<file path="src/rtl/plank_uart_responder.sv">
// plank_uart_responder
//   Model of one antenna plank on its serial link to the ACU/plank UART
//   controller. Command frames arrive as 8N1 bytes on i_rx_serial:
//     0xAA, CMD, payload, CHK, 0x55   (CHK = XOR of header, CMD and payload)
//   CMD[3:0] = 2: CONFIG, 17 payload bytes latched into cfg_store_q, ACK reply
//   CMD[3:0] = 3: STATUS, no payload, reply carries the telemetry word temp
//   Replies leave on o_tx_serial. A second valid frame that completes while a
//   reply is on the wire is held in a one-deep queue; further frames are dropped.
//
// Ports
//   i_clk        system clock
//   i_rst        synchronous reset, active high
//   i_rx_serial  command line from the controller, idle high
//   o_tx_serial  reply line to the controller, idle high
module plank_uart_responder #(
  parameter logic [23:0] temp         = 24'h000000,
  parameter int unsigned CLKS_PER_BIT = 868
) (
  input  logic i_clk,
  input  logic i_rst,
  input  logic i_rx_serial,
  output logic o_tx_serial
);

  localparam int unsigned HalfBit  = CLKS_PER_BIT / 2;
  localparam int unsigned ToutClks = 40 * CLKS_PER_BIT;
  localparam int unsigned CntW     = $clog2(CLKS_PER_BIT + 1);
  localparam int unsigned ToutW    = $clog2(ToutClks + 1);
  localparam int unsigned CfgBytes = 17;

  localparam logic [7:0] Hdr      = 8'hAA;
  localparam logic [7:0] Ftr      = 8'h55;
  localparam logic [7:0] AckCode  = 8'hEE;
  localparam logic [7:0] StatCode = 8'h13;
  localparam logic [7:0] AckChk   = Hdr ^ AckCode;
  localparam logic [7:0] StatChk  = Hdr ^ StatCode ^ temp[23:16] ^ temp[15:8] ^ temp[7:0];

  // ---------------------------------------------------------------------------
  // UART receiver
  // ---------------------------------------------------------------------------
  typedef enum logic [1:0] {RxIdle, RxStart, RxData, RxStop} rx_state_e;

  rx_state_e       rx_state_q, rx_state_d;
  logic            rx_meta_q, rx_sync_q, rx_prev_q;
  logic [CntW-1:0] rx_cnt_q, rx_cnt_d;
  logic [2:0]      rx_bit_q, rx_bit_d;
  logic [7:0]      rx_shift_q, rx_shift_d;
  logic            rx_valid_q, rx_valid_d;
  logic            rx_ferr_q, rx_ferr_d;

  always_ff @(posedge i_clk) begin
    if (i_rst) begin
      rx_meta_q  <= 1'b1;
      rx_sync_q  <= 1'b1;
      rx_prev_q  <= 1'b1;
      rx_state_q <= RxIdle;
      rx_cnt_q   <= '0;
      rx_bit_q   <= '0;
      rx_shift_q <= '0;
      rx_valid_q <= 1'b0;
      rx_ferr_q  <= 1'b0;
    end else begin
      rx_meta_q  <= i_rx_serial;
      rx_sync_q  <= rx_meta_q;
      rx_prev_q  <= rx_sync_q;
      rx_state_q <= rx_state_d;
      rx_cnt_q   <= rx_cnt_d;
      rx_bit_q   <= rx_bit_d;
      rx_shift_q <= rx_shift_d;
      rx_valid_q <= rx_valid_d;
      rx_ferr_q  <= rx_ferr_d;
    end
  end

  always_comb begin
    rx_state_d = rx_state_q;
    rx_cnt_d   = rx_cnt_q;
    rx_bit_d   = rx_bit_q;
    rx_shift_d = rx_shift_q;
    rx_valid_d = 1'b0;
    rx_ferr_d  = 1'b0;
    unique case (rx_state_q)
      RxIdle: begin
        if (rx_prev_q && !rx_sync_q) begin
          rx_state_d = RxStart;
          rx_cnt_d   = '0;
        end
      end
      RxStart: begin
        if (rx_cnt_q == CntW'(HalfBit - 1)) begin
          // Line back high at mid start bit: glitch, not a start.
          rx_cnt_d   = '0;
          rx_bit_d   = '0;
          rx_state_d = rx_sync_q ? RxIdle : RxData;
        end else begin
          rx_cnt_d = rx_cnt_q + 1'b1;
        end
      end
      RxData: begin
        if (rx_cnt_q == CntW'(CLKS_PER_BIT - 1)) begin
          rx_cnt_d   = '0;
          rx_shift_d = {rx_sync_q, rx_shift_q[7:1]};
          if (rx_bit_q == 3'd7) begin
            rx_state_d = RxStop;
          end else begin
            rx_bit_d = rx_bit_q + 3'd1;
          end
        end else begin
          rx_cnt_d = rx_cnt_q + 1'b1;
        end
      end
      RxStop: begin
        if (rx_cnt_q == CntW'(CLKS_PER_BIT - 1)) begin
          // Return at mid stop bit so the next falling edge is never missed.
          rx_cnt_d   = '0;
          rx_state_d = RxIdle;
          if (rx_sync_q) begin
            rx_valid_d = 1'b1;
          end else begin
            rx_ferr_d = 1'b1;
          end
        end else begin
          rx_cnt_d = rx_cnt_q + 1'b1;
        end
      end
      default: rx_state_d = RxIdle;
    endcase
  end

  // ---------------------------------------------------------------------------
  // Frame parser
  // ---------------------------------------------------------------------------
  typedef enum logic [2:0] {
    StWaitHdr, StGetCmd, StGetPayload, StGetChk, StGetFtr
  } parse_state_e;

  parse_state_e     ps_q, ps_d;
  logic [7:0]       chk_q, chk_d;
  logic [4:0]       pay_cnt_q, pay_cnt_d;
  logic             is_cfg_q, is_cfg_d;
  logic [ToutW-1:0] tout_cnt_q;
  logic             tout_hit;
  logic             frame_ok_q, frame_ok_d;
  logic             frame_ack_q, frame_ack_d;
  logic             stage_we, commit;
  logic [7:0]       stage_q     [CfgBytes];
  logic [7:0]       cfg_store_q [CfgBytes];

  assign tout_hit = (tout_cnt_q == ToutW'(ToutClks));

  always_comb begin
    ps_d        = ps_q;
    chk_d       = chk_q;
    pay_cnt_d   = pay_cnt_q;
    is_cfg_d    = is_cfg_q;
    frame_ok_d  = 1'b0;
    frame_ack_d = frame_ack_q;
    stage_we    = 1'b0;
    commit      = 1'b0;
    if (rx_ferr_q || tout_hit) begin
      ps_d = StWaitHdr;
    end else if (rx_valid_q) begin
      unique case (ps_q)
        StWaitHdr: begin
          if (rx_shift_q == Hdr) begin
            ps_d  = StGetCmd;
            chk_d = Hdr;
          end
        end
        StGetCmd: begin
          chk_d     = chk_q ^ rx_shift_q;
          pay_cnt_d = '0;
          if (rx_shift_q[3:0] == 4'h2) begin
            is_cfg_d = 1'b1;
            ps_d     = StGetPayload;
          end else if (rx_shift_q[3:0] == 4'h3) begin
            is_cfg_d = 1'b0;
            ps_d     = StGetChk;
          end else begin
            ps_d = StWaitHdr;
          end
        end
        StGetPayload: begin
          chk_d    = chk_q ^ rx_shift_q;
          stage_we = 1'b1;
          if (pay_cnt_q == 5'(CfgBytes - 1)) begin
            ps_d = StGetChk;
          end else begin
            pay_cnt_d = pay_cnt_q + 5'd1;
          end
        end
        StGetChk: begin
          ps_d = (rx_shift_q == chk_q) ? StGetFtr : StWaitHdr;
        end
        StGetFtr: begin
          ps_d = StWaitHdr;
          if (rx_shift_q == Ftr) begin
            frame_ok_d  = 1'b1;
            frame_ack_d = is_cfg_q;
            commit      = is_cfg_q;
          end
        end
        default: ps_d = StWaitHdr;
      endcase
    end
  end

  always_ff @(posedge i_clk) begin
    if (i_rst) begin
      ps_q        <= StWaitHdr;
      chk_q       <= '0;
      pay_cnt_q   <= '0;
      is_cfg_q    <= 1'b0;
      tout_cnt_q  <= '0;
      frame_ok_q  <= 1'b0;
      frame_ack_q <= 1'b0;
      for (int i = 0; i < CfgBytes; i++) begin
        cfg_store_q[i] <= '0;
      end
    end else begin
      ps_q        <= ps_d;
      chk_q       <= chk_d;
      pay_cnt_q   <= pay_cnt_d;
      is_cfg_q    <= is_cfg_d;
      frame_ok_q  <= frame_ok_d;
      frame_ack_q <= frame_ack_d;
      // Counts line-idle clocks between bytes of a partial frame only.
      if (ps_q == StWaitHdr || rx_state_q != RxIdle) begin
        tout_cnt_q <= '0;
      end else if (!tout_hit) begin
        tout_cnt_q <= tout_cnt_q + 1'b1;
      end
      if (commit) begin
        for (int i = 0; i < CfgBytes; i++) begin
          cfg_store_q[i] <= stage_q[i];
        end
      end
    end
  end

  // Payload is staged so a frame that later fails CHK/footer leaves the store intact.
  always_ff @(posedge i_clk) begin
    if (stage_we) begin
      stage_q[pay_cnt_q] <= rx_shift_q;
    end
  end

  // ---------------------------------------------------------------------------
  // Reply transmitter
  // ---------------------------------------------------------------------------
  function automatic logic [7:0] reply_byte(input logic ack, input logic [2:0] idx);
    logic [7:0] b;
    b = Ftr;
    if (ack) begin
      case (idx)
        3'd0:    b = Hdr;
        3'd1:    b = AckCode;
        3'd2:    b = AckChk;
        default: b = Ftr;
      endcase
    end else begin
      case (idx)
        3'd0:    b = Hdr;
        3'd1:    b = StatCode;
        3'd2:    b = temp[23:16];
        3'd3:    b = temp[15:8];
        3'd4:    b = temp[7:0];
        3'd5:    b = StatChk;
        default: b = Ftr;
      endcase
    end
    return b;
  endfunction

  typedef enum logic [1:0] {TxIdle, TxStart, TxData, TxStop} tx_state_e;

  tx_state_e       tx_state_q, tx_state_d;
  logic [CntW-1:0] tx_cnt_q, tx_cnt_d;
  logic [2:0]      tx_bit_q, tx_bit_d;
  logic [2:0]      tx_idx_q, tx_idx_d;
  logic            tx_ack_q, tx_ack_d;
  logic [7:0]      tx_shift_q, tx_shift_d;
  logic            tx_line_q, tx_line_d;
  logic            pend_valid_q, pend_valid_d;
  logic            pend_ack_q, pend_ack_d;
  logic [2:0]      tx_last;
  logic            tx_bit_end, reply_done, tx_go, tx_go_ack;

  assign tx_last     = tx_ack_q ? 3'd3 : 3'd6;
  assign o_tx_serial = tx_line_q;

  always_comb begin
    tx_state_d   = tx_state_q;
    tx_cnt_d     = tx_cnt_q;
    tx_bit_d     = tx_bit_q;
    tx_idx_d     = tx_idx_q;
    tx_ack_d     = tx_ack_q;
    tx_shift_d   = tx_shift_q;
    tx_line_d    = tx_line_q;
    pend_valid_d = pend_valid_q;
    pend_ack_d   = pend_ack_q;
    tx_go        = 1'b0;
    tx_go_ack    = 1'b0;
    tx_bit_end   = (tx_cnt_q == CntW'(CLKS_PER_BIT - 1));
    reply_done   = (tx_state_q == TxStop) && tx_bit_end && (tx_idx_q == tx_last);

    // A reply may start from idle or straight off the last stop bit of the
    // previous one, which keeps a queued reply back-to-back with no gap.
    if (tx_state_q == TxIdle || reply_done) begin
      if (pend_valid_q) begin
        tx_go        = 1'b1;
        tx_go_ack    = pend_ack_q;
        pend_valid_d = frame_ok_q;
        pend_ack_d   = frame_ack_q;
      end else if (frame_ok_q) begin
        tx_go     = 1'b1;
        tx_go_ack = frame_ack_q;
      end
    end else if (frame_ok_q && !pend_valid_q) begin
      pend_valid_d = 1'b1;
      pend_ack_d   = frame_ack_q;
    end

    unique case (tx_state_q)
      TxIdle: tx_line_d = 1'b1;
      TxStart: begin
        if (tx_bit_end) begin
          tx_cnt_d   = '0;
          tx_bit_d   = '0;
          tx_line_d  = tx_shift_q[0];
          tx_shift_d = {1'b0, tx_shift_q[7:1]};
          tx_state_d = TxData;
        end else begin
          tx_cnt_d = tx_cnt_q + 1'b1;
        end
      end
      TxData: begin
        if (tx_bit_end) begin
          tx_cnt_d = '0;
          if (tx_bit_q == 3'd7) begin
            tx_line_d  = 1'b1;
            tx_state_d = TxStop;
          end else begin
            tx_bit_d   = tx_bit_q + 3'd1;
            tx_line_d  = tx_shift_q[0];
            tx_shift_d = {1'b0, tx_shift_q[7:1]};
          end
        end else begin
          tx_cnt_d = tx_cnt_q + 1'b1;
        end
      end
      TxStop: begin
        if (tx_bit_end) begin
          tx_cnt_d = '0;
          if (tx_idx_q == tx_last) begin
            tx_state_d = TxIdle;
          end else begin
            tx_idx_d   = tx_idx_q + 3'd1;
            tx_shift_d = reply_byte(tx_ack_q, tx_idx_q + 3'd1);
            tx_line_d  = 1'b0;
            tx_state_d = TxStart;
          end
        end else begin
          tx_cnt_d = tx_cnt_q + 1'b1;
        end
      end
      default: tx_state_d = TxIdle;
    endcase

    if (tx_go) begin
      tx_state_d = TxStart;
      tx_cnt_d   = '0;
      tx_idx_d   = '0;
      tx_ack_d   = tx_go_ack;
      tx_shift_d = reply_byte(tx_go_ack, 3'd0);
      tx_line_d  = 1'b0;
    end
  end

  always_ff @(posedge i_clk) begin
    if (i_rst) begin
      tx_state_q   <= TxIdle;
      tx_cnt_q     <= '0;
      tx_bit_q     <= '0;
      tx_idx_q     <= '0;
      tx_ack_q     <= 1'b0;
      tx_shift_q   <= '0;
      tx_line_q    <= 1'b1;
      pend_valid_q <= 1'b0;
      pend_ack_q   <= 1'b0;
    end else begin
      tx_state_q   <= tx_state_d;
      tx_cnt_q     <= tx_cnt_d;
      tx_bit_q     <= tx_bit_d;
      tx_idx_q     <= tx_idx_d;
      tx_ack_q     <= tx_ack_d;
      tx_shift_q   <= tx_shift_d;
      tx_line_q    <= tx_line_d;
      pend_valid_q <= pend_valid_d;
      pend_ack_q   <= pend_ack_d;
    end
  end

endmodule

</file>
<file path="config.mk">
export PLATFORM = sky130hd
export DESIGN_NAME = plank_uart_responder
export DESIGN_NICKNAME = d
export VERILOG_FILES = /design/src/rtl/plank_uart_responder.sv
export SDC_FILE = /design/constraint.sdc
export NUM_CORES = 1
export LEC_CHECK = 0
export CAP_MARGIN = 15
export CORE_MARGIN = 3
export CORE_UTILIZATION = 50
export DETAILED_ROUTE_END_ITERATION = 16
export PLACE_DENSITY = 0.69
export SYNTH_ARGS = -nofsm -noshare
export SYNTH_HDL_FRONTEND = slang
export SYNTH_SLANG_ARGS = --single-unit
</file>
<file path="constraint.sdc">
create_clock -name i_clk -period 2.6 [get_ports i_clk]
set_clock_uncertainty 0.15 [all_clocks]
set_input_delay 0.78 -clock i_clk [delete_from_list [all_inputs] [get_ports i_clk]]
set_output_delay 0.78 -clock i_clk [all_outputs]
set_load 0.01 [all_outputs]
</file>
==> results of run 1 <==
==> layer usage <==
layer / track usage / wire (um) / up-vias
li1: - / - / 2025
met1: 0.2366 / 4524 / 1812
met2: 0.3106 / 4438 / 53
met3: 0.03738 / 338 / 8
met4: 0.05128 / 85 / 0
met5: 0 / 0 / -
==> state kept, by name, indices dropped and copies added, names as in the netlist, 2 cells and up, named ones only <==
register / count
rx_bit_q: 3
tx_cnt_q: 10
tx_idx_q: 3
tx_bit_q: 3
rx_cnt_q: 10
chk_q: 8
tout_cnt_q: 16
rx_shift_q: 8
tx_shift_q: 8
pay_cnt_q: 5
ps_q: 3
tx_state_q: 2
==> stage by stage <==
stage | util | cell area [um2] | hold slack [ps]
after floorplan | - | 4786 | 239.5
after global placement | 0.5360 | 4976 | 243.2
after detailed placement | 0.5360 | 4976 | 244.5
after CTS | 0.5536 | 5140 | 268.3
after global routing | 0.5536 | 5140 | 287.9
final | 0.5536 | 5140 | 265.7
==> report_power, final <==
group	leakage [uW]	internal, uW	switching (uW)	total [uW]
Clock	0.0000865	346	495	841
Sequential	0.000750	1430	11.4	1440
Combinational	0.000920	31.2	49.2	80.4
Total	0.00176	1810	556	2360
==> critical path, stage by stage, from the launching register on <==
cell and delay (ps):
dfxtp_1 340, inv_1 90, ha_1 140, or4b_1 540, nor4_4 350, and4bb_1 330
o21ai_0 200, a31oi_1 60
==> Yosys cell counts, types with 4 or more instances <==
cell,instances
nand2_1,40
o21ai_1,9
a31oi_1,6
a32o_1,4
nor3_1,17
xnor2_1,18
or3_1,8
o31a_1,4
ha_1,16
a211oi_1,10
o21ai_0,32
mux2i_1,14
a21oi_1,32
o211ai_1,4
xor2_1,19
nand4_1,13
dfxtp_1,93
nand2b_1,11
and2_1,8
and3_1,7
nor3b_1,6
inv_1,28
nor2b_1,8
nand3_1,17
nor2_1,63
clkbuf_1,25
==> cells by family (layout without fill, tap and decap cells) <==
group,Yosys count,in the layout,synth area share
and+or+nand+nor,228,228,0.2567
buffers and inverters,55,60,0.04340
xor gates and xnor gates,37,37,0.06771
muxes,14,14,0.02928
adders and majority gates,17,17,0.04392
AOI/OAI and AO/OA,125,125,0.1699
DFF,93,93,0.3890
==> worst max path at each step <==
| stage | start | end | slack, ps | cells past startpoint |
|---|---|---|---|---|
| after floorplan | tx_cnt_q[0] | tx_shift_q[3] | 430 | 8 |
| after global placement | i_rst | tout_cnt_q[13] | 290 | 4 |
| after detailed placement | i_rst | tout_cnt_q[8] | 290 | 4 |
| after CTS | tout_cnt_q[0] | chk_q[1] | 280 | 7 |
| after global routing | tout_cnt_q[0] | tout_cnt_q[14] | 140 | 7 |
| final | tout_cnt_q[0] | chk_q[1] | 280 | 7 |
==> layout make-up <==
type / instances / area share
clock buffer: 10 / 0.02483
clock inverter: 5 / 0.007059
inverter: 29 / 0.02118
multi-input combinational: 421 / 0.5285
sequential: 93 / 0.3622
tap: 129 / 0.03140
timing repair buffer: 16 / 0.02483
==> impl_metrics.tcl, run 1 <==
set metrics [dict create \
    pwr_density_cell_mw_per_mm2 459.8 \
    fill_cells 890 \
    ir_drop_mv 0.3440 \
    final.setup.tns_ps 0 \
    postCtsResizedCells 0 \
    grt_pass1_wl_um 16950 \
    slew_viol_final 0 \
    dp_hpwl_um 6784 \
    dp_cells 688 \
    rsz0062_at_grt "false" \
    tritoncts "built" \
    first_pass_iters 5 \
    synth_nets 588 \
    grt_pass1_vias 3815 \
    drt_iter0_markers 143 \
    core_area_mm2 0.009284 \
    hold_end "rx_sync_q" \
    ys_seq_elements 93 \
    netlist.top_cell.by_area "dfxtp_1" \
    nNetsFinal 589 \
    wl_per_cell_um 13.35 \
    dieArea_mm2 0.01078 \
    ant_nets 0 \
    cp_max_fo 8 \
    startpoint_type "flop" \
    finalCritPeriodShare 0.8932 \
    end_kind "flop" \
    max_clock_freq_ghz 0.4306 \
    io_pins 4 \
    grt_max_degree 37 \
    clock_latency_ps 360 \
    seq_area_mm2 0.001862 \
    synth_area_leaders "dfxtp_1, nor2_1, ha_1, xor2_1, a21oi_1" \
    cts-root-buf "clkbuf_8" \
    period_minus_slack_ps 2322 \
    hold_viol_final 0 \
    r2r_cells 7 \
    seq_area_frac_synth 0.3890 \
    area_growth_syn_to_layout_pct 7.399 \
    antenna_found_initial 0 \
    cts_hold_buf 0 \
    min_path_cells 1 \
    cts_inserted_buffers 9 \
    reg2reg_to "chk_q[1]" \
    slew-limit-headroom 0.5745 \
    drc 0 \
    vias_per_cell 5.545 \
    syn_inst 569 \
    drive_gt1_frac 0.06794 \
    cp.required_ps 2690 \
    mostFrequentLayoutCells "dfxtp_1, nor2_1, nand2_1" \
    htreeDepth 3 \
    min_from "rx_meta_q" \
    ys_types 60 \
    hold_class "reg -> reg" \
    post_cts_buffers 0 \
    arrival_ps 2410 \
    dr_total_vias 3898 \
    tightestPinTransition_ps 632.6 \
    synth_ff_type "dfxtp_1" \
    finalPower_uw 2364 \
    ys_warn_count 0 \
    track_usage 0.1831 \
    syn_area_mm2 0.004786 \
    maxCapViolCount 0 \
    r2r-start "tout_cnt_q[0]" \
    final-setup-viol-count 0 \
    rows 35 \
    fp.dieW_um 103.8 \
    cts.clk_slew.worst_paths_ps 90 \
    status "finished clean" \
    drt_wl_total_um 9387 \
    syn_avg_cell_area_um2 8.411 \
    place_ws_ps 294.3 \
    multi_input_area_mm2 0.002716 \
    initial_core_util 0.5155 \
    layout_commonest_cell "dfxtp_1" \
    leakagePower_uw 0.001756 \
    clockBufferDepth 2 \
    fp.dieH_um 103.8 \
    final_cells 703 \
    grt_overflow 0 \
    antenna_cells 0 \
    port_buffers 3 \
    clock-sinks 93 \
    crit_type "reg -> reg" \
    fin_ws_ps 277.8 \
    synth-edff-count 0 \
    yosysTopAreaCellShare 0.3890 \
    rrSetupSlack_ps 280 \
    synth-async-reset-ratio 0 \
    gp_congestion 0.8550 \
]
Power figures use the tool's default switching activity.
==> run 2, diff against run 1 <==
- ABC_AREA: unset -> 1
- MAX_ROUTING_LAYER: unset -> met4
==> impl_metrics.tcl, run 2 <==
set metrics [dict create \
    final_area_mm2 0.005303 \
    min_from "rx_meta_q" \
    final.setup.tns_ps 0 \
    arrival_ps 2350 \
    fp.dieH_um 105.1 \
    r2r_cells 10 \
    synth_nets 726 \
    clock-sinks 93 \
    wl_per_cell_um 11.64 \
    core_area_mm2 0.009415 \
    fill_cells 913 \
    track_usage 0.1943 \
    startpoint "tx_idx_q[0]" \
    drt_wl_total_um 9897 \
    slew_viol_final 0 \
    cts.clk_slew.worst_paths_ps 90 \
    synth-edff-count 0 \
    drt_iter0_markers 224 \
    layout_commonest_cell "nand2_1" \
    dp_cells 834 \
    nNetsFinal 735 \
    path_depth 10 \
    max_clock_freq_ghz 0.4527 \
    synth_ff_type "dfxtp_1" \
    dieArea_mm2 0.01106 \
    p_seq_frac 0.554 \
    slew-limit-headroom 0.6482 \
    r2r-start "tx_idx_q[0]" \
    clockBufferDepth 2 \
    cts-root-buf "clkbuf_8" \
    regMostFlops "tout_cnt_q" \
    postCtsResizedCells 0 \
    ys_warn_count 0 \
    finalCritPeriodShare 0.8496 \
    startpoint_type "flop" \
    dp_hpwl_um 7362 \
    seq_area_frac_synth 0.3788 \
    yosysTopAreaCellShare 0.3788 \
    initial_core_util 0.5220 \
    ys_types 43 \
    pwr_density_cell_mw_per_mm2 491.4 \
    fp.dieW_um 105.1 \
    cts_hold_buf 0 \
    ys_seq_elements 93 \
    tritoncts "built" \
    whs_ps 263.2 \
    max_stage_delay_ps 360 \
    multi_input_area_mm2 0.002609 \
    hold_class "reg -> reg" \
    cpMostUsedCell "nor2_1" \
    cp.required_ps 2740 \
    largestRegisters "tout_cnt_q x16, rx_cnt_q x10, tx_cnt_q x10" \
    ir_drop_mv 0.5175 \
    grt_pass1_wl_um 17810 \
    grt_overflow 0 \
    synth-async-reset-ratio 0 \
    gp_congestion 0.8455 \
    synth_most_common_cell "nand2_1" \
    netlist.top_cell.by_area "dfxtp_1" \
    grt_pass1_vias 4000 \
    dr_total_vias 4373 \
    vias_per_cell 5.145 \
    pwr-share-clk 0.395 \
    drive_gt1_frac 0.09986 \
    antenna_found_initial 0 \
    crit_type "reg -> reg" \
    clock_latency_ps 350 \
    end_kind "flop" \
    switchingPower_uw 604.3 \
    final-setup-viol-count 0 \
    period_minus_slack_ps 2209 \
    critical_path.top_delay_family "adder cells" \
    htreeDepth 3 \
    status "finished clean" \
    tightestPinTransition_ps 523.6 \
    maxCapViolCount 0 \
    worst_path_max_delay_cell "dfxtp_1" \
    mostFrequentLayoutCells "nand2_1, nor2_1, dfxtp_1" \
    cts_inserted_buffers 9 \
    antenna_cells 0 \
    final_cells 850 \
    largest_register_ffs 16 \
    grt_max_degree 32 \
    placed_area_mm2 0.005084 \
    power_frac_comb 0.051 \
    rows 35 \
    syn_avg_cell_area_um2 6.952 \
    leakagePower_uw 0.002160 \
    swShare 0.2319 \
    syn_inst 707 \
    seq_area_mm2 0.001862 \
    drc 0 \
    port_buffers 3 \
    ant_nets 0 \
    hold_viol_final 0 \
    min_path_cells 1 \
    rsz0062_at_grt "false" \
    first_pass_iters 4 \
    synth_area_leaders "dfxtp_1, nand2_1, nor2_1, inv_1, a21oi_1" \
    syn_area_mm2 0.004915 \
    ys_top_cells_by_count "nand2_1, nor2_1, dfxtp_1" \
    cp_max_fo 6 \
    io_pins 4 \
    post_cts_buffers 0 \
    finalPower_uw 2606 \
    area_growth_syn_to_layout_pct 7.892 \
    worst-path-buf-inv 1 \
    worstPathCellList "ha_1, ha_1, inv_1, a21oi_1, nand3_1, a21oi_1, nor2_1, nor2_1, nor2_1, nor2_1" \
    p_int_uw 2002 \
]
## run 2: cell types whose count changed after synthesis, moves of 21 or more
| cell | delta |
|---|---|
| inv_1 | +58 |
| nor2_1 | +38 |
| nand2_1 | +101 |
| nand3_1 | +31 |
| a21oi_1 | +24 |
| clkbuf_1 | -21 |
## run 2: per-stage QoR
stage / worst slack, ps / utilization
after floorplan: 711.2 / -
after global placement: 258.1 / 0.5399
after detailed placement: 216.4 / 0.5399
after CTS: 380.8 / 0.5632
after global routing: 155.5 / 0.5632
final: 391.1 / 0.5632
## run 2: layout make-up
type	count	share of cell area
clock inverter	4	0.01015
inverter	98	0.07008
multi-input combinational	506	0.4920
sequential	93	0.3511
timing repair buffer	8	0.01510
tap	129	0.03044
clock buffer	12	0.03115
## run 2: path summary, 6_finish.rpt
check	endpoint	slack, ps
max	tx_shift_q[0]	390
min	rx_sync_q	260
max reg2reg	tx_shift_q[0]	390
min reg2reg	rx_sync_q	260
## run 2: metal layers
layer | share of wire | wire length [um] | vias to the layer above | GRT usage
met1 | 0.49 | 4834 | 2020 | 0.2539
met3 | 0.030 | 294 | 6 | 0.03953
li1 | - | - | 2293 | -
met2 | 0.47 | 4686 | 54 | 0.3139
met4 | 0.0083 | 82 | 0 | 0.03936
met5 | 0 | 0 | - | -
## run 2: kinds of logic after synthesis
group,after synthesis,synth area share
DFF,93,0.3788
AOI/OAI and AO/OA,100,0.1059
adders and majority gates,16,0.04073
xor gates and xnor gates,19,0.03386
buffers and inverters,108,0.09038
and+or+nand+nor,371,0.3503
## run 2: power groups by stage
stage          sequential, uW  combinational [uW]  clock (uW)
6_report                 1440                 133        1030
5_1_grt                  1440                 149        1120
4_1_cts                  1440                 133        1060
3_5_place_dp             1480                 133           0
3_3_place_gp             1480                 128           0
2_1_floorplan            1470                98.1           0
==> run 3, diff against run 2 <==
- clock period: 2.6 -> 2.19 ns (I/O delays scaled with it)
==> impl_metrics.tcl, run 3 (synthesis gave the netlist of run 2 again) <==
set metrics [dict create \
    status "finished clean" \
    hold_class "reg -> reg" \
    leakagePower_uw 0.002185 \
    max_stage_delay_ps 550 \
    port_buffers 3 \
    max_clock_freq_ghz 0.4829 \
    finalCritPeriodShare 0.9456 \
    first_pass_iters 5 \
    crit_type "reg -> out" \
    nNetsFinal 740 \
    maxCapViolCount 0 \
    cp.required_ps 1380 \
    grt_overflow 0 \
    cts-root-buf "clkbuf_8" \
    largestRegisters "tout_cnt_q x16, rx_cnt_q x10, tx_cnt_q x10" \
    clock-sinks 93 \
    ant_nets 0 \
    worstPathCellList "clkdlybuf4s50_1" \
    power_frac_comb 0.051 \
    path_depth 1 \
    period_minus_slack_ps 2071 \
    slew-limit-headroom 0.6526 \
    antenna_cells 0 \
    switchingPower_uw 723.0 \
    io_pins 4 \
    rows 35 \
    area_growth_syn_to_layout_pct 8.707 \
    core_area_mm2 0.009415 \
    slew_viol_final 0 \
    grt_pass1_wl_um 17600 \
    grt_pass1_vias 4076 \
    rrSetupSlack_ps 140 \
    drc 0 \
    drt_wl_total_um 9882 \
    endpoint "o_tx_serial" \
    initial_core_util 0.5220 \
    r2r_cells 10 \
    tightestPinTransition_ps 517.1 \
    worst-path-buf-inv 1 \
    reg2reg_to "tx_shift_q[3]" \
    critical_path.top_delay_family "buffers and inverters" \
    startpoint "o_tx_serial" \
    antenna_found_initial 0 \
    r2r-start "tx_idx_q[0]" \
    final.setup.tns_ps 0 \
    p_seq_frac 0.549 \
    cts.clk_slew.worst_paths_ps 90 \
    vias_per_cell 5.094 \
    clockBufferDepth 2 \
    grt_max_degree 38 \
    cts_hold_buf 0 \
    dieArea_mm2 0.01106 \
    cp_max_fo 2 \
    post_cts_buffers 0 \
    end_kind "output port" \
    layout_commonest_cell "nand2_1" \
    dp_hpwl_um 7315 \
    swShare 0.2318 \
    pwr_density_cell_mw_per_mm2 583.7 \
    gp_congestion 0.8732 \
    regMostFlops "tout_cnt_q" \
    cts_inserted_buffers 9 \
    hold_viol_final 0 \
    arrival_ps 1260 \
    fp.dieH_um 105.1 \
    rsz0062_at_grt "false" \
    fp.dieW_um 105.1 \
    drive_gt1_frac 0.1074 \
    tritoncts "built" \
    wl_per_cell_um 11.56 \
    pwr-share-clk 0.399 \
    p_int_uw 2395 \
    startpoint_type "flop" \
    ir_drop_mv 0.4178 \
    htreeDepth 3 \
    clock_latency_ps 360 \
    final-setup-viol-count 0 \
    finalPower_uw 3118 \
    dr_total_vias 4355 \
    final_util 0.5674 \
    worst_path_max_delay_cell "clkdlybuf4s50_1" \
    mostFrequentLayoutCells "nand2_1, nor2_1, dfxtp_1" \
    drt_iter0_markers 258 \
    largest_register_ffs 16 \
    track_usage 0.1936 \
]
run 3: cell count changes in the layout (fill, tap and decap cells not counted), sizes merged:
| cell | change |
|---|---|
| bufinv | +1 |
| clkbuf | -2 |
| buf | +5 |
| clkinv | +2 |
| clkinvlp | -1 |
run 3: layout make-up:
type                       instances  area (um2)
sequential                        93        1862
tap                              129       161.4
clock inverter                     6       86.33
multi-input combinational        506        2616
timing repair buffer              13       117.6
clock buffer                      10       127.6
inverter                          98       371.6
fill                             883        4073
run 3: layer usage:
| metal | routed length [um] | GRT usage | up-vias |
|---|---|---|---|
| met1 | 4823 | 0.2441 | 1954 |
| met4 | 88 | 0.05342 | 0 |
| li1 | - | - | 2298 |
| met5 | 0 | - | - |
| met2 | 4570 | 0.3208 | 94 |
| met3 | 400 | 0.03335 | 9 |
run 3: power by group through the flow:
| stage | Clock, uW | Combinational (uW) | Sequential (uW) |
|---|---|---|---|
| floorplan | 0 | 116 | 1750 |
| global placement | 0 | 154 | 1750 |
| detailed placement | 0 | 159 | 1750 |
| CTS | 1290 | 160 | 1710 |
| global route | 1350 | 180 | 1720 |
| finish | 1240 | 160 | 1710 |
run 3: worst min-delay path by stage:
stage | to | cells after the start | slack, ps | startpoint
2_1_floorplan | rx_sync_q | 1 | 240 | rx_meta_q
3_3_place_gp | rx_sync_q | 1 | 250 | rx_meta_q
3_5_place_dp | rx_sync_q | 1 | 260 | rx_meta_q
4_1_cts | rx_sync_q | 1 | 280 | rx_meta_q
5_1_grt | rx_sync_q | 1 | 300 | rx_meta_q
6_report | rx_sync_q | 1 | 280 | rx_meta_q
run 3: stage by stage:
step | area (um2) | cells | hold WS, ps | setup slack, ps
2_1_floorplan | 4915 | 707 | 239.5 | 301.2
3_3_place_gp | 5121 | 839 | 248.3 | 130.2
3_5_place_dp | 5121 | 839 | 260.3 | 104.3
4_1_cts | 5335 | 855 | 283.6 | 83.86
5_1_grt | 5343 | 855 | 302.8 | 15.59
6_report | 5343 | 855 | 281.1 | 119.1
run 3: repair_timing:
item,CTS,global route
endpoints found under the hold margin,0,0
setup endpoints to repair,0,1
gates resized for setup,0,2
==> patch, RTL diff (settings of run 2) <==
Take the reset off `tx_shift_q` and load it in a clocked block of its own.
--- a/src/rtl/plank_uart_responder.sv
+++ b/src/rtl/plank_uart_responder.sv
@@ -385,5 +385,4 @@
       tx_idx_q     <= '0;
       tx_ack_q     <= 1'b0;
-      tx_shift_q   <= '0;
       tx_line_q    <= 1'b1;
       pend_valid_q <= 1'b0;
@@ -395,5 +394,4 @@
       tx_idx_q     <= tx_idx_d;
       tx_ack_q     <= tx_ack_d;
-      tx_shift_q   <= tx_shift_d;
       tx_line_q    <= tx_line_d;
       pend_valid_q <= pend_valid_d;
@@ -402,4 +400,8 @@
   end
 
+  always_ff @(posedge i_clk) begin
+    tx_shift_q <= tx_shift_d;
+  end
+
 endmodule
 
Behaviour: same outputs for any inputs over 10 cycles, from zero or initial values and one cycle with i_rst high; that may be too few to reach the edited logic, so the function may still have changed.
==> patch against run 2 <==
Die area is 1.5% higher. Sequential cell count is the same. Hold slack improved by 9.4 ps. Worst setup slack better by 33 ps. Area after synthesis rose by 1.6%. Non-clock buffer count up 1. Total power decreased by 2.1%. Design area increased by 1.2%. Wire length fell by 1.8%. Combinational power is 8% lower. Clock power fell by 5%. First-iteration DRC count shrank 22%. Largest power group unchanged. Highest routed layer unchanged.
==> patch: results (changes against run 2) <==
grt_usage_pct: 19.2  # was 19.4%
drt_iter0_drc: 175  # was 224
use_met2_pct: 31.7  # was 31.4%
synth_area_leaders: "dfxtp_1 (37%), nand2_1 (9.8%), nor2_1 (7.4%)"  # was dfxtp_1 (38%), nand2_1 (11%), nor2_1 (7.7%)
critPathTopFamily: "buffers and inverters"  # was adder cells
yosys_warnings: 0  # unchanged
reg_top3: "tout_cnt_q x16, rx_cnt_q x10, tx_cnt_q x10"  # unchanged
synthArstFlopShare_pct: 0  # unchanged
ctsResizeCount: 0  # unchanged
slowest_stage: "clkdlybuf4s50_1"  # was dfxtp_1
r2r_end: "tx_shift_q[4]$_SDFFE_PP0P_"  # was tx_shift_q[0]$_SDFFE_PP0P_
status: "finished, final reports clean"  # unchanged
drt_pass1_iterations: 4  # unchanged
clkLatencyLatePin_ps: 360
synthTopCellsByCount: "nand2_1 (131), nor2_1 (98), dfxtp_1 (93)"  # was nand2_1 (141), nor2_1 (101), dfxtp_1 (93)
cp_max_fo: 2  # was 6
hpwlAfterDp_mm: 7.39  # was 7.36 mm
hold_depth: 1  # unchanged
port-buffer-count: 3  # unchanged
largest_reg_flops: 16  # unchanged
ys_types: 45  # was 43
wl_met1_mm: 4.74  # was 4.83 mm
cpPeakStageDelay_ps: 540  # was 360 ps
synth.yosys.seq_area_share_pct: 37.3  # was 37.9%
grt_max_degree: 17  # was 32
max-vdd-ir-drop_v: 0.000232  # was 0.000518 V
synth_nets: 718  # was 726
whs_ps: 273  # was 263 ps
min_to: "rx_sync_q$_SDFF_PP1_"  # unchanged
routed_via_density: 5.14  # about the same
critPathArrivalTime_ps: 1250  # was 2350 ps
wl_met2_mm: 4.61  # was 4.69 mm
tightest_slew_ps: 431  # was 524 ps
worstReg2RegStart: "tx_idx_q[0]$_SDFFE_PP0P_"  # unchanged
wire_per_inst_microns: 11.5  # was 11.6 microns
grt_pass1_wl_mm: 17.7  # was 17.8 mm
r2r_setup_slack_ps: 480  # was 390 ps
nets: 727  # was 735
place.gp.congestion: 0.871  # was 0.846
wl_met3_microns: 198  # was 294 microns
worstHoldStart: "rx_meta_q$_SDFF_PP1_"  # unchanged
path_clk_slew_ps: 90  # about the same
synth-main-ff-cell: "dfxtp_1"  # unchanged
drive_gt1_share_pct: 10.5  # was 9.99%
grtUsageMet3_pct: 2.55  # was 3.95%
grt_util_met1_pct: 24.0  # was 25.4%
hp-class: "register to register"  # unchanged
p_leak_nw: 2.20  # was 2.16 nW
grt_pass1_vias: 4093  # was 4000
==> patch: changes by cell type after synthesis, sizes merged, moves of 3 or more <==
cell	before	now
o21ai	38	47
a21oi	58	51
nor3	21	14
nand3	55	49
xnor2	4	10
xor2	15	9
nand2	150	145
o211ai	1	5
o21bai	0	4
or2	6	2
nand4	18	21
nor3b	0	3
==> patch: per-stage QoR <==
| step | std cells | setup WS, ps | total power, mW | util, % | cell area (sq um) |
|---|---|---|---|---|---|
| 2_1_floorplan | 699 | 763 | 1.57 | - | 4990 |
| 3_3_place_gp | 826 | 452 | 1.60 | 54.6 | 5160 |
| 3_5_place_dp | 826 | 408 | 1.61 | 54.6 | 5160 |
| 4_1_cts | 842 | 395 | 2.59 | 56.7 | 5360 |
| 5_1_grt | 842 | 250 | 2.65 | 56.7 | 5360 |
| 6_report | 842 | 424 | 2.55 | 56.7 | 5360 |
==> patch: worst reg2reg max path, stage by stage, from the launching register on <==
cell,delay (ps)
dfxtp_1,380
ha_1,250
ha_1,370
inv_1,100
a21oi_1,230
nand2_1,120
o22ai_1,150
nand2_1,90
o21ai_0,80
nor2_1,60
nor2_1,80
==> patch: cell families (layout without fill, tap and decap cells) <==
| family | Yosys count | in the layout | share of synthesized area [%] |
|---|---|---|---|
| xor+xnor | 19 | 19 | 3.33 |
| compound gates | 116 | 116 | 12.9 |
| fa+ha+maj | 16 | 16 | 4.01 |
| buf+inv | 105 | 119 | 8.57 |
| flops | 93 | 93 | 37.3 |
| simple gates | 350 | 350 | 33.9 |
==> patch: final cells by class <==
| type | instances | area, sq um |
|---|---|---|
| Fill cell | 906 | 4100 |
| Multi-Input combinational cell | 501 | 2700 |
| Sequential cell | 93 | 1860 |
| Inverter | 94 | 360 |
| Tap cell | 129 | 161 |
| Clock buffer | 11 | 141 |
| Timing Repair Buffer | 9 | 75.1 |
| Clock inverter | 5 | 60.1 |
==> patch: worst max-delay path by stage <==
stage / slack, ps / cells past startpoint / endpoint / startpoint
CTS: 400 / 1 / o_tx_serial / o_tx_serial$_SDFFE_PP1P_
detailed placement: 410 / 5 / tout_cnt_q[10]$_SDFFE_PP0N_ / i_rst
finish: 420 / 1 / o_tx_serial / o_tx_serial$_SDFFE_PP1P_
floorplan: 760 / 9 / tx_shift_q[3]$_SDFFE_PP1P_ / tx_idx_q[0]$_SDFFE_PP0P_
global placement: 450 / 5 / tout_cnt_q[13]$_SDFFE_PP0N_ / i_rst
global route: 250 / 10 / tx_shift_q[4]$_SDFFE_PP0P_ / tx_idx_q[0]$_SDFFE_PP0P_
==> patch: where the power goes <==
| part | internal (mW) | switching [mW] |
|---|---|---|
| registers | 1.43 | 0.0157 |
| logic | 0.0384 | 0.0846 |
| clock network | 0.471 | 0.508 |
